$ cat config.mk
export PLATFORM = sky130hd
export DESIGN_NAME = tick_recv
export DESIGN_NICKNAME = d
export VERILOG_FILES = /design/src/rtl/tick_recv_pkg.sv /design/src/rtl/tick_chan.sv /design/src/rtl/tick_recv.sv
export SDC_FILE = /design/constraint.sdc
export NUM_CORES = 1
export LEC_CHECK = 0
export CAP_MARGIN = 20
export CORE_MARGIN = 2
export CORE_UTILIZATION = 60
export DETAILED_ROUTE_END_ITERATION = 7
export GPL_TIMING_DRIVEN = 0
export PLACE_DENSITY = 0.84
export SLEW_MARGIN = 20
export SYNTH_ARGS = -nofsm -noshare
export SYNTH_HDL_FRONTEND = slang
export SYNTH_HIERARCHICAL = 1
export SYNTH_SLANG_ARGS = --single-unit
export TNS_END_PERCENT = 30
$ cat constraint.sdc
create_clock -name clk -period 5.73 [get_ports clk]
set_input_delay 0.573 -clock clk [delete_from_list [all_inputs] [get_ports clk]]
set_output_delay 0.573 -clock clk [all_outputs]
set_load 0.02 [all_outputs]
$ cat src/rtl/tick_recv_pkg.sv
// Shared constants for the divided-clock path. The divider and the tick
// receiver both import this package so that they agree on the system clock
// rate, the divider tap positions and the default measurement widths.
package tick_recv_pkg;

  // System clock that every slow input is resampled into.
  localparam int SYS_CLK_HZ = 50_000_000;

  // Default period counter width; 2^27 cycles at 50 MHz fits comfortably.
  localparam int DEF_CNT_W = 28;

  // Default stall threshold: two seconds without a rising edge.
  localparam int DEF_TIMEOUT = 100_000_000;

  // Divider tap indices feeding this block (~1.5 Hz and ~0.75 Hz).
  localparam int DIV_TAP_FAST = 24;
  localparam int DIV_TAP_SLOW = 25;

  // Expected rising-to-rising period, in clk cycles, of a divider tap.
  function automatic longint tap_period_cycles(input int tap);
    return longint'(1) << (tap + 1);
  endfunction

endpackage

$ cat src/rtl/tick_chan.sv
// One receive channel: resamples an asynchronous slow level into clk,
// turns each rising edge into a one-cycle tick, measures the spacing
// between rising edges and flags an input that has stopped toggling.
module tick_chan
  import tick_recv_pkg::*;
#(
  parameter int CNT_W   = DEF_CNT_W,
  parameter int TIMEOUT = DEF_TIMEOUT
) (
  input  logic             clk,
  input  logic             clr_n,
  input  logic             slow_in,
  output logic             tick,
  output logic [CNT_W-1:0] period,
  output logic             period_vld,
  output logic             stall
);

  localparam logic [CNT_W-1:0] CNT_MAX  = '1;
  localparam logic [CNT_W-1:0] STALL_AT = CNT_W'(TIMEOUT - 1);

  logic             s1;
  logic             s2;
  logic             s3;
  logic             rise;
  logic [CNT_W-1:0] cnt;
  logic             armed;
  logic [CNT_W-1:0] period_next;

  // Two-flop synchronizer followed by a history flop for edge detection.
  always_ff @(posedge clk or negedge clr_n) begin
    if (!clr_n) begin
      s1 <= 1'b0;
      s2 <= 1'b0;
      s3 <= 1'b0;
    end else begin
      s1 <= slow_in;
      s2 <= s1;
      s3 <= s2;
    end
  end

  // Rising edge of the synchronized level, and the period it closes,
  // rounded up to include the edge cycle and clamped to the counter range.
  always_comb begin
    rise        = s2 & ~s3;
    period_next = (cnt == CNT_MAX) ? CNT_MAX : cnt + CNT_W'(1);
  end

  // Elapsed-cycle counter: restarts on each edge, otherwise saturates.
  always_ff @(posedge clk or negedge clr_n) begin
    if (!clr_n) begin
      cnt <= '0;
    end else if (rise) begin
      cnt <= '0;
    end else if (cnt != CNT_MAX) begin
      cnt <= cnt + CNT_W'(1);
    end
  end

  // Tick, period report and arming; the first edge only arms the channel.
  always_ff @(posedge clk or negedge clr_n) begin
    if (!clr_n) begin
      tick       <= 1'b0;
      period     <= '0;
      period_vld <= 1'b0;
      armed      <= 1'b0;
    end else begin
      tick       <= rise;
      period_vld <= rise & armed;
      if (rise) begin
        armed <= 1'b1;
        if (armed) begin
          period <= period_next;
        end
      end
    end
  end

  // Stall flag: an edge always wins over the timeout threshold.
  always_ff @(posedge clk or negedge clr_n) begin
    if (!clr_n) begin
      stall <= 1'b0;
    end else if (rise) begin
      stall <= 1'b0;
    end else if (cnt >= STALL_AT) begin
      stall <= 1'b1;
    end
  end

endmodule

$ cat src/rtl/tick_recv.sv
// Receiving end of the divided-clock path. Each slow square wave becomes a
// single-cycle enable in the clk domain plus a period measurement and a
// stall flag, so downstream logic never clocks off a divided signal.
module tick_recv
  import tick_recv_pkg::*;
#(
  parameter int N_CH    = 2,
  parameter int CNT_W   = DEF_CNT_W,
  parameter int TIMEOUT = DEF_TIMEOUT
) (
  input  logic                  clk,
  input  logic                  clr_n,
  input  logic [N_CH-1:0]       slow_in,
  output logic [N_CH-1:0]       tick,
  output logic [N_CH*CNT_W-1:0] period,
  output logic [N_CH-1:0]       period_vld,
  output logic [N_CH-1:0]       stall
);

  // One independent channel per input; period results are packed so that
  // channel i sits at [i*CNT_W +: CNT_W].
  for (genvar i = 0; i < N_CH; i++) begin : g_chan
    tick_chan #(
      .CNT_W   (CNT_W),
      .TIMEOUT (TIMEOUT)
    ) u_chan (
      .clk        (clk),
      .clr_n      (clr_n),
      .slow_in    (slow_in[i]),
      .tick       (tick[i]),
      .period     (period[i*CNT_W +: CNT_W]),
      .period_vld (period_vld[i]),
      .stall      (stall[i])
    );
  end

endmodule
==> out/metrics.yaml, run 1 <==
wl_per_cell_um: 18.7
fin_skew_ps: 8.06
fin_ws_ps: 3120
synth_edf_count: 0
routed_wl_um: 14300
setup_violations: 0
crit_arrival_ps: 3030
grt_util_met1: 0.421
gp_congestion: 0.929
hold_violations: 0
ir_drop_v: 0.000273
cts_sinks: 126
ys_seq_area_frac: 0.565
dp_slack_ps: 3320
synthTopCellsByCount: "dfrtp_1 (126), nor2_1 (78), nand2_1 (66)"
critPathRequiredTime_ps: 6150
critPathLaunch: "g_chan[1].u_chan/cnt[0]$_DFFE_PN0P_"
grt_busiest_layer: "met2"
power.leakage_uw: 0.00306
synth.largest_area_cell: "dfrtp_1"
drtIter0Drc: 409
met2_usage: 0.463
hold_path.class: "in2async"
portBuffers: 65
synth.cell_area_um2: 5580
grt_use_met3: 0.0620
crit_family: "simple AND/OR/NAND/NOR gates"
die_y_um: 100
hpwl_um: 9280
num_rows: 35
cts-buffers-inserted: 17
grt_setup_unrepaired: "false"
finalCriticalPeriod_ps: 2610
area_growth_pct: 26.0
status: "finished clean"
cp.buffers_inverters: 2
slew_headroom: 0.458
rr_worst_depth: 8
postSynthCellCount: 560
vias_per_cell: 6.36
hold_slack_ps: 36.4
fmax_ghz: 0.383
synthFlopType: "dfrtp_1"
ys_seq_elements: 126
finalCritPeriodShare: 0.455
antenna_found_initial: 0
tightest_slew_ps: 805
grt_max_degree: 65
cts-root-buf: "clkbuf_8"
ant_nets: 0
yosysMostFrequentCell: "dfrtp_1"
path_cells: "ha_1 > and3_1 > clkbuf_2 > nand4_4 > nor3_2 > buf_2 > nor2_1 > o21ai_0"
grt_pass1_wl_um: 23200
powerDensity_nw_per_um2: 339
yosysWarnings: 6
synthesis.nets: 566
drv_cap: 0
end_kind: "flip-flop"
core_area_um2: 9110
async_flop_share: 1.00
layout-drive-gt1-share: 0.0915
drv_slew: 0
route.detailed.drc: 0
cpPeakStageDelay_ps: 490
vias: 4880
crit_type: "reg2reg"
cts_tree: "done"
cts.clk_slew.worst_paths_ps: 60
ios: 66
place_area_um2: 6400
initial_utilization: 0.612
overflow: 0
fin_nets: 651
rrSetupSlack_ps: 3120
grt_pass1_vias: 4637
cts-hold-fix-buffers: 0
syn_area_per_cell_um2: 9.96
cts_buffer_depth: 2
antenna_cells: 0
grt_util_all_layers: 0.298
synth.top_cell.area_share: 0.565
die_x_um: 100
ys_types: 41
r2r_start: "g_chan[1].u_chan/cnt[0]$_DFFE_PN0P_"
crit_path_start_kind: "flip-flop"
cp_max_fo: 10
crit_slowest_cell: "nor3_2"
htree_levels: 4
power_uw: 2380
ctsResizeCount: 0
synth_area_leaders: "dfrtp_1 (57%), nor2_1 (5.2%), nand2_1 (4.4%), o21ai_0 (3.8%), xnor2_1 (3.1%)"
clock_latency_ps: 510
dieArea_um2: 10100
r2r_end: "g_chan[1].u_chan/period[13]$_DFFE_PN0P_"
firstDrtPassIters: 5
stdcell_area_um2: 7030
post_cts_buffers: 0
fillers: 592
routing by layer:
| metal | part of all wire | up-vias |
|---|---|---|
| li1 | - | 2166 |
| met1 | 0.42 | 2413 |
| met2 | 0.48 | 268 |
| met3 | 0.075 | 33 |
| met4 | 0.023 | 0 |
| met5 | 0 | - |
where the power goes:
part	switching [µW]	leakage (µW)	internal (µW)
sequential	53.3	0.00169	944
combinational	148	0.00107	95.8
clock	377	0.000310	767
kinds of logic (layout without fill, tap and decap cells):
group,Yosys count,count (layout),share of synthesized area
and+or+nand+nor,260,260,0.237
DFF,126,126,0.565
AOI/OAI and AO/OA,104,104,0.114
buffers and inverters,36,132,0.0278
xor gates and xnor gates,30,30,0.0471
adders and majority gates,2,2,0.00449
muxes,2,2,0.00404
area by class of cell:
| type | instances | area, µm² | area share |
|---|---|---|---|
| Buffer | 32 | 140 | 0.0199 |
| Sequential cell | 126 | 3150 | 0.449 |
| Multi-Input combinational cell | 398 | 2270 | 0.323 |
| Clock buffer | 19 | 442 | 0.0628 |
| Tap cell | 111 | 139 | 0.0198 |
| Timing Repair Buffer | 66 | 679 | 0.0967 |
| Inverter | 4 | 15.0 | 0.00214 |
| Clock inverter | 11 | 190 | 0.0271 |
sequential cells by signal (all words and copies together) (netlist names):
| signal | flops |
|---|---|
| g_chan.u_chan/cnt | 56 |
| g_chan.u_chan/tick | 2 |
| g_chan.u_chan/s2 | 2 |
| g_chan.u_chan/period_vld | 2 |
| g_chan.u_chan/period | 56 |
| g_chan.u_chan/armed | 2 |
| g_chan.u_chan/stall | 2 |
| g_chan.u_chan/s1 | 2 |
| g_chan.u_chan/s3 | 2 |
placed cells by master (no fill, tap or decap), types with 3 or more instances in the layout:
cell             netlist  routed
clkdlybuf4s50_1        0      64
a211oi_1               4       4
clkinv_2               0       3
nand4_1               18      18
nor3_1                24      24
clkbuf_2               4       4
and4_1                18      18
xor2_1                10      10
clkbuf_1              20      20
clkbuf_8               0       3
o21ai_0               42      42
inv_1                  4       4
xnor2_1               20      20
clkbuf_16              0      16
nor4_1                 6       6
a31oi_1               14      14
and2_1                 6       6
nand2_1               66      66
o31ai_1                4       4
dfrtp_1              126     126
a21oi_1               22      22
and3_1                10      10
o31ai_2                4       4
buf_2                  6       6
bufinv_16              0       5
nand3_1               16      16
nor2_1                78      78
worst reg2reg max path, stage by stage (launching register included):
cell	delay, ps
dfrtp_1	480
ha_1	280
and3_1	170
clkbuf_2	230
nand4_4	190
nor3_2	490
buf_2	340
nor2_1	130
o21ai_0	210
per-stage QoR:
stage,utilization,instances,TNS [ps]
floorplan,-,560,0
global placement,0.699,736,-65590
detailed placement,0.702,737,0
CTS,0.772,767,0
global route,0.772,767,0
finish,0.772,767,0
how the worst max path moves through the flow:
stage                                              endpoint  cells after the start
floorplan           g_chan[0].u_chan/period[21]$_DFFE_PN0P_                      8
global placement    g_chan[0].u_chan/period[10]$_DFFE_PN0P_                      1
detailed placement  g_chan[1].u_chan/period[13]$_DFFE_PN0P_                      8
CTS                 g_chan[1].u_chan/period[13]$_DFFE_PN0P_                      8
global route        g_chan[1].u_chan/period[13]$_DFFE_PN0P_                      8
finish              g_chan[1].u_chan/period[13]$_DFFE_PN0P_                      8
Note: power is estimated with default switching activity, not from simulation.
==> run 2, diff against run 1 <==
--- a/config.mk
+++ b/config.mk
@@ -7,10 +7,10 @@
 export LEC_CHECK = 0
 export CAP_MARGIN = 20
 export CORE_MARGIN = 2
-export CORE_UTILIZATION = 60
+export CORE_UTILIZATION = 50
 export DETAILED_ROUTE_END_ITERATION = 7
 export GPL_TIMING_DRIVEN = 0
-export PLACE_DENSITY = 0.84
+export PLACE_DENSITY = 0.74
 export SLEW_MARGIN = 20
 export SYNTH_ARGS = -nofsm -noshare
 export SYNTH_HDL_FRONTEND = slang
==> constraint.sdc (replaced) <==
create_clock -name clk -period 2.2 [get_ports clk]
set_input_delay 0.22 -clock clk [delete_from_list [all_inputs] [get_ports clk]]
set_output_delay 0.22 -clock clk [all_outputs]
set_load 0.02 [all_outputs]
==> run 2 against run 1 <==
First-iteration DRC count decreased by 11%. Clock skew fell by 1.9 ps. Critical endpoint is now g_chan[1].u_chan/period[21]$_DFFE_PN0P_. Via count down 3.4%. Highest routed layer unchanged. Flip-flop and latch count stayed put. Critical path type unchanged. Largest cell class unchanged. Total power increased by 140%. Final area increased by 1.2%.
==> out/metrics.yaml, run 2 (synthesis gave the netlist of run 1 again) <==
status: "finished clean"
ir_drop_v: 0.000474  # +74%
num_rows: 38  # +8.6%
grt_pass1_wl_um: 22300  # -4.2%
fin_skew_ps: 6.21  # -1.86 ps
drv_cap: 0  # unchanged
grt_setup_unrepaired: "true"
die_y_um: 110  # +9.2%
power.leakage_uw: 0.00311  # +1.3%
finalCritPeriodShare: 0.971  # +0.515
portBuffers: 65  # unchanged
critPathRequiredTime_ps: 2620  # -3530 ps
hpwl_um: 9230  # -0.56%
cts_sinks: 126  # unchanged
tightest_slew_ps: 750  # -55.0 ps
area_growth_pct: 27.5
layout-drive-gt1-share: 0.114  # +0.0223
grt_util_all_layers: 0.245  # -0.0523
core_area_um2: 10800  # +19%
fillers: 857  # +45%
cts_tree: "done"
cts.clk_slew.worst_paths_ps: 60  # about the same
hold_violations: 0  # unchanged
dp_slack_ps: -155  # -3470 ps
routed_wl_um: 13700  # -4.1%
vias_per_cell: 5.84  # -8.3%
grt_pass1_vias: 4492  # -3.1%
ios: 66  # unchanged
drv_slew: 0  # unchanged
vias: 4715  # -3.4%
fin_ws_ps: 64.8  # -3060 ps
hold_slack_ps: 142  # +105 ps
overflow: 0  # unchanged
grt_max_degree: 85  # +31%
initial_utilization: 0.515  # -0.0978
rrSetupSlack_ps: 60  # -3060 ps
drtIter0Drc: 364  # -11%
reg_top3: "g_chan.u_chan/cnt (56), g_chan.u_chan/period (56)"
firstDrtPassIters: 5  # unchanged
crit_type: "reg2reg"
clock_latency_ps: 520  # about the same
die_x_um: 110  # +9.2%
cts-root-buf: "clkbuf_8"
slew_headroom: 0.495  # +0.0370
antenna_found_initial: 0  # unchanged
powerDensity_nw_per_um2: 806  # +140%
cp_max_fo: 8  # -2
cts-buffers-inserted: 17  # unchanged
dieArea_um2: 12000  # +19%
stdcell_area_um2: 7110  # +1.2%
finalCriticalPeriod_ps: 2140  # -473 ps
setup_violations: 0  # unchanged
fmax_ghz: 0.468  # +22%
ant_nets: 0  # unchanged
place_area_um2: 6430  # +0.57%
gp_congestion: 0.932  # +0.34%
end_kind: "flip-flop"
route.detailed.drc: 0  # unchanged
hold_path.class: "in2reg"
mostFrequentLayoutCell: "dfrtp_1"
crit_path_start_kind: "flip-flop"
crit_arrival_ps: 2560  # -470 ps
power_uw: 5730  # +140%
wl_per_cell_um: 17.0  # -9.0%
antenna_cells: 0  # unchanged
htree_levels: 4  # unchanged
fin_nets: 661  # +1.5%
cts_buffer_depth: 2  # unchanged
layout_common_cells: "dfrtp_1 (123), nor2_1 (78), nand2_1 (66)"
## run 2: cell types whose count changed in the layout (fill, tap and decap cells not counted), sizes merged
cell / before / now
bufinv: 5 / 0
dlygate4sd3: 0 / 1
clkbuf: 43 / 49
buf: 10 / 20
## run 2: power breakdown
group | switching, µW | internal (µW) | leakage [µW]
Sequential | 118 | 2460 | 0.00169
Combinational | 396 | 290 | 0.00115
Clock | 945 | 1520 | 0.000265
Total | 1460 | 4270 | 0.00311
## run 2: layout make-up
class | instances | area [µm²] | area share
inverter | 4 | 15.0 | 0.00211
timing repair buffer | 77 | 764 | 0.108
tap | 140 | 175 | 0.0246
buffer | 31 | 154 | 0.0216
clock inverter | 6 | 32.5 | 0.00458
multi-input combinational | 398 | 2310 | 0.326
clock buffer | 26 | 498 | 0.0700
sequential | 126 | 3160 | 0.444
## run 2: timing repair
action,in CTS,in global routing
endpoints found under the setup margin,63,52
gates resized for setup,9,8
hold buffers,1,0
pin swaps,0,3
setup buffers,4,6
hold endpoints to repair,42,0
## run 2: layer usage
metal | vias up | wire (µm) | part of all wire | track usage
li1 | 2192 | - | - | -
met1 | 2316 | 6180 | 0.45 | 0.352
met2 | 182 | 6340 | 0.46 | 0.351
met3 | 25 | 964 | 0.070 | 0.0622
met4 | 0 | 257 | 0.019 | 0.109
met5 | - | 0 | 0 | 0
## run 2: final timing paths
path | from | to | cells past startpoint
min in group asynchronous | clr_n | g_chan[1].u_chan/cnt[9]$_DFFE_PN0P_ | 2
setup reg to reg | g_chan[1].u_chan/cnt[0]$_DFFE_PN0P_ | g_chan[1].u_chan/period[21]$_DFFE_PN0P_ | 8
hold reg to reg | g_chan[1].u_chan/s1$_DFF_PN0_ | g_chan[1].u_chan/s2$_DFF_PN0_ | 0
setup / recovery | g_chan[1].u_chan/cnt[0]$_DFFE_PN0P_ | g_chan[1].u_chan/period[21]$_DFFE_PN0P_ | 8
hold / removal | slow_in[1] | g_chan[1].u_chan/s1$_DFF_PN0_ | 1
max in group asynchronous | clr_n | g_chan[0].u_chan/cnt[0]$_DFFE_PN0P_ | 3
## run 2: critical path: stages (launching register included)
cell and delay (ps):
dfrtp_2 390, ha_2 210, and3_1 170, clkbuf_8 170, nand4_4 160, or3_1 370
buf_2 180, and4_4 200, o31ai_2 200
## run 2: per-stage QoR
step / TNS [ps] / std cells / util
6_report: 0 / 808 / 0.656
5_1_grt: -42.9 / 808 / 0.656
4_1_cts: 0 / 803 / 0.649
3_5_place_dp: -3330 / 766 / 0.593
3_3_place_gp: -475280 / 765 / 0.591
2_1_floorplan: 0 / 560 / -
==> run 3, diff against run 2 <==
--- a/config.mk
+++ b/config.mk
@@ -7,10 +7,11 @@
 export LEC_CHECK = 0
 export CAP_MARGIN = 20
 export CORE_MARGIN = 2
-export CORE_UTILIZATION = 50
+export CORE_UTILIZATION = 52
+export CTS_BUF_LIST = sky130_fd_sc_hd__clkbuf_2
 export DETAILED_ROUTE_END_ITERATION = 7
 export GPL_TIMING_DRIVEN = 0
-export PLACE_DENSITY = 0.74
+export PLACE_DENSITY = 0.77
 export SLEW_MARGIN = 20
 export SYNTH_ARGS = -nofsm -noshare
 export SYNTH_HDL_FRONTEND = slang
==> run 3 against run 2 <==
Register-to-register slack hardly changed. Cell count is 0.37% lower. Core utilization is 0.70 points higher. Largest cell class unchanged. Clock power is 33% lower. Sequential power hardly changed.
==> out/metrics.yaml, run 3 (synthesis gave the netlist of run 1 again) <==
vias: 4707  # -0.17%
drv_cap: 0  # unchanged
final.setup.tns_ps: 0  # unchanged
status: "finished clean"
layout_common_cells: "dfrtp_1 (123), nor2_1 (78), nand2_1 (66)"
hpwl_um: 9030  # -2.1%
place_area_um2: 6430  # about the same
grt_max_degree: 68  # -20%
crit_slowest_cell: "dfrtp_1"
dp_slack_ps: -112  # +43.0 ps
mostFrequentLayoutCell: "dfrtp_1"
die_y_um: 108  # -1.9%
cts-root-buf: "clkbuf_2"
end_kind: "flip-flop"
wl_per_cell_um: 16.5  # -3.1%
num_rows: 37  # -2.6%
cts-buffers-inserted: 17  # unchanged
antenna_found_initial: 1  # +1
slew_headroom: 0.518  # +0.0230
crit_arrival_ps: 2760  # +200 ps
cts_tree: "done"
htree_levels: 4  # unchanged
gp_congestion: 0.921  # -1.2%
ir_drop_v: 0.000397  # -16%
finalCriticalPeriod_ps: 2130  # -4.95 ps
critPathRequiredTime_ps: 2830  # +210 ps
initial_utilization: 0.538  # +0.0233
hold_slack_ps: 375  # +234 ps
clock_latency_ps: 710  # +190 ps
vias_per_cell: 5.85  # +0.20%
routed_wl_um: 13300  # -3.4%
finalCritPeriodShare: 0.968  # -0.00225
firstDrtPassIters: 5  # unchanged
power_frac_seq: 0.524  # +0.074
powerDensity_nw_per_um2: 711  # -12%
ant_nets: 0  # unchanged
switchingPower_uw: 1400  # -4.0%
setup_violations: 0  # unchanged
drv_slew: 0  # unchanged
power_frac_comb: 0.139  # +0.019
hold_violations: 0  # unchanged
cts.clk_slew.worst_paths_ps: 200  # +140 ps
switching_share: 0.286  # +0.0319
cpPeakStageDelay_ps: 480  # +90 ps
route.detailed.drc: 0  # unchanged
drtIter0Drc: 354  # -2.7%
power.leakage_uw: 0.00299  # -3.6%
fmax_ghz: 0.469  # +0.23%
dieArea_um2: 11600  # -3.7%
tightest_slew_ps: 716  # -34.2 ps
path_cells: "and4_1 > nand4_1 > or3_1 > clkbuf_4 > and4_4 > o31ai_2"
grt_util_all_layers: 0.245  # -0.000406
hold_path.class: "reg2reg"
fin_nets: 661  # unchanged
layout-drive-gt1-share: 0.114  # unchanged
cp_max_fo: 6  # -2
clkPwrFrac: 0.338  # -0.093
cp.buffers_inverters: 1  # -1
fin_skew_ps: 29.6  # +23.4 ps
portBuffers: 65  # unchanged
grt_setup_unrepaired: "true"
ios: 66  # unchanged
crit_type: "reg2reg"
grt_pass1_wl_um: 21900  # -1.7%
core_area_um2: 10400  # -4.3%
reg_top3: "g_chan.u_chan/cnt (56), g_chan.u_chan/period (56)"
overflow: 0  # unchanged
cts_sinks: 126  # unchanged
p_int_uw: 3490  # -18%
stdcell_area_um2: 6870  # -3.3%
crit_family: "simple AND/OR/NAND/NOR gates"
die_x_um: 108  # -1.9%
crit_path_start_kind: "flip-flop"
cts_buffer_depth: 2  # unchanged
dpl.cell_count: 762  # -0.52%
area_growth_pct: 23.2
grt_pass1_vias: 4485  # -0.16%
fin_ws_ps: 69.8  # +4.95 ps
stdcell_count: 805  # -0.37%
## run 3: cell types whose count changed in the layout (fill, tap and decap cells not counted), sizes merged
| cell | delta |
|---|---|
| bufinv | +4 |
| dlygate4sd3 | +3 |
| buf | -3 |
| clkinv | +1 |
| diode | +1 |
| clkinvlp | +3 |
| clkbuf | -8 |
## run 3: worst reg2reg max path: cells and delay by family, from the launching register on
family,cells,cell delay [ps]
and+or+nand+nor,4,1200
DFF,1,480
buffers and inverters,1,190
AOI/OAI and AO/OA,1,190
## run 3: per-layer routing
layer	track usage	vias to the layer above	part of all wire
met5	0	-	0
li1	-	2196	-
met1	0.352	2287	0.45
met3	0.0563	19	0.070
met4	0.105	0	0.018
met2	0.357	205	0.46
## run 3: per-stage QoR
| step | utilization | power, µW |
|---|---|---|
| after floorplan | - | 2910 |
| final | 0.663 | 4890 |
| after CTS | 0.657 | 4920 |
| after global routing | 0.663 | 5130 |
| after global placement | 0.617 | 3200 |
| after detailed placement | 0.620 | 3220 |
## run 3: path summary, 6_finish.rpt
check	slack, ps	cells past startpoint	to	startpoint
worst max-delay path	70	6	g_chan[0].u_chan/period[21]$_DFFE_PN0P_	g_chan[0].u_chan/cnt[14]$_DFFE_PN0P_
worst min-delay path	380	0	g_chan[1].u_chan/s2$_DFF_PN0_	g_chan[1].u_chan/s1$_DFF_PN0_
worst max register to register	70	6	g_chan[0].u_chan/period[21]$_DFFE_PN0P_	g_chan[0].u_chan/cnt[14]$_DFFE_PN0P_
worst min register to register	380	0	g_chan[1].u_chan/s2$_DFF_PN0_	g_chan[1].u_chan/s1$_DFF_PN0_
max in group asynchronous	1110	4	g_chan[1].u_chan/cnt[0]$_DFFE_PN0P_	clr_n
min in group asynchronous	500	3	g_chan[1].u_chan/period[18]$_DFFE_PN0P_	clr_n
## run 3: repair_timing
item                       4_1_cts  5_1_grt
setup endpoints to repair       64       56
resized for setup                4       17
hold endpoints to repair       128        0
setup buffers                    4        2
hold buffers                     5        0
pin swaps                        0        3
## run 3: cell type report
type | count | area [µm²]
Fill cell | 831 | 3500
Sequential cell | 126 | 3160
Multi-Input combinational cell | 398 | 2300
Timing Repair Buffer | 77 | 785
Clock inverter | 14 | 194
Tap cell | 136 | 170
Buffer | 31 | 156
Clock buffer | 18 | 90.1
Inverter | 4 | 15.0
Antenna cell | 1 | 2.50
## run 3: power groups by stage
stage	Clock [µW]	Sequential (µW)	Combinational (µW)
after floorplan	0	2700	211
after global placement	0	2610	591
after detailed placement	0	2610	610
after CTS	1690	2560	673
after global routing	1800	2580	741
final	1650	2560	678
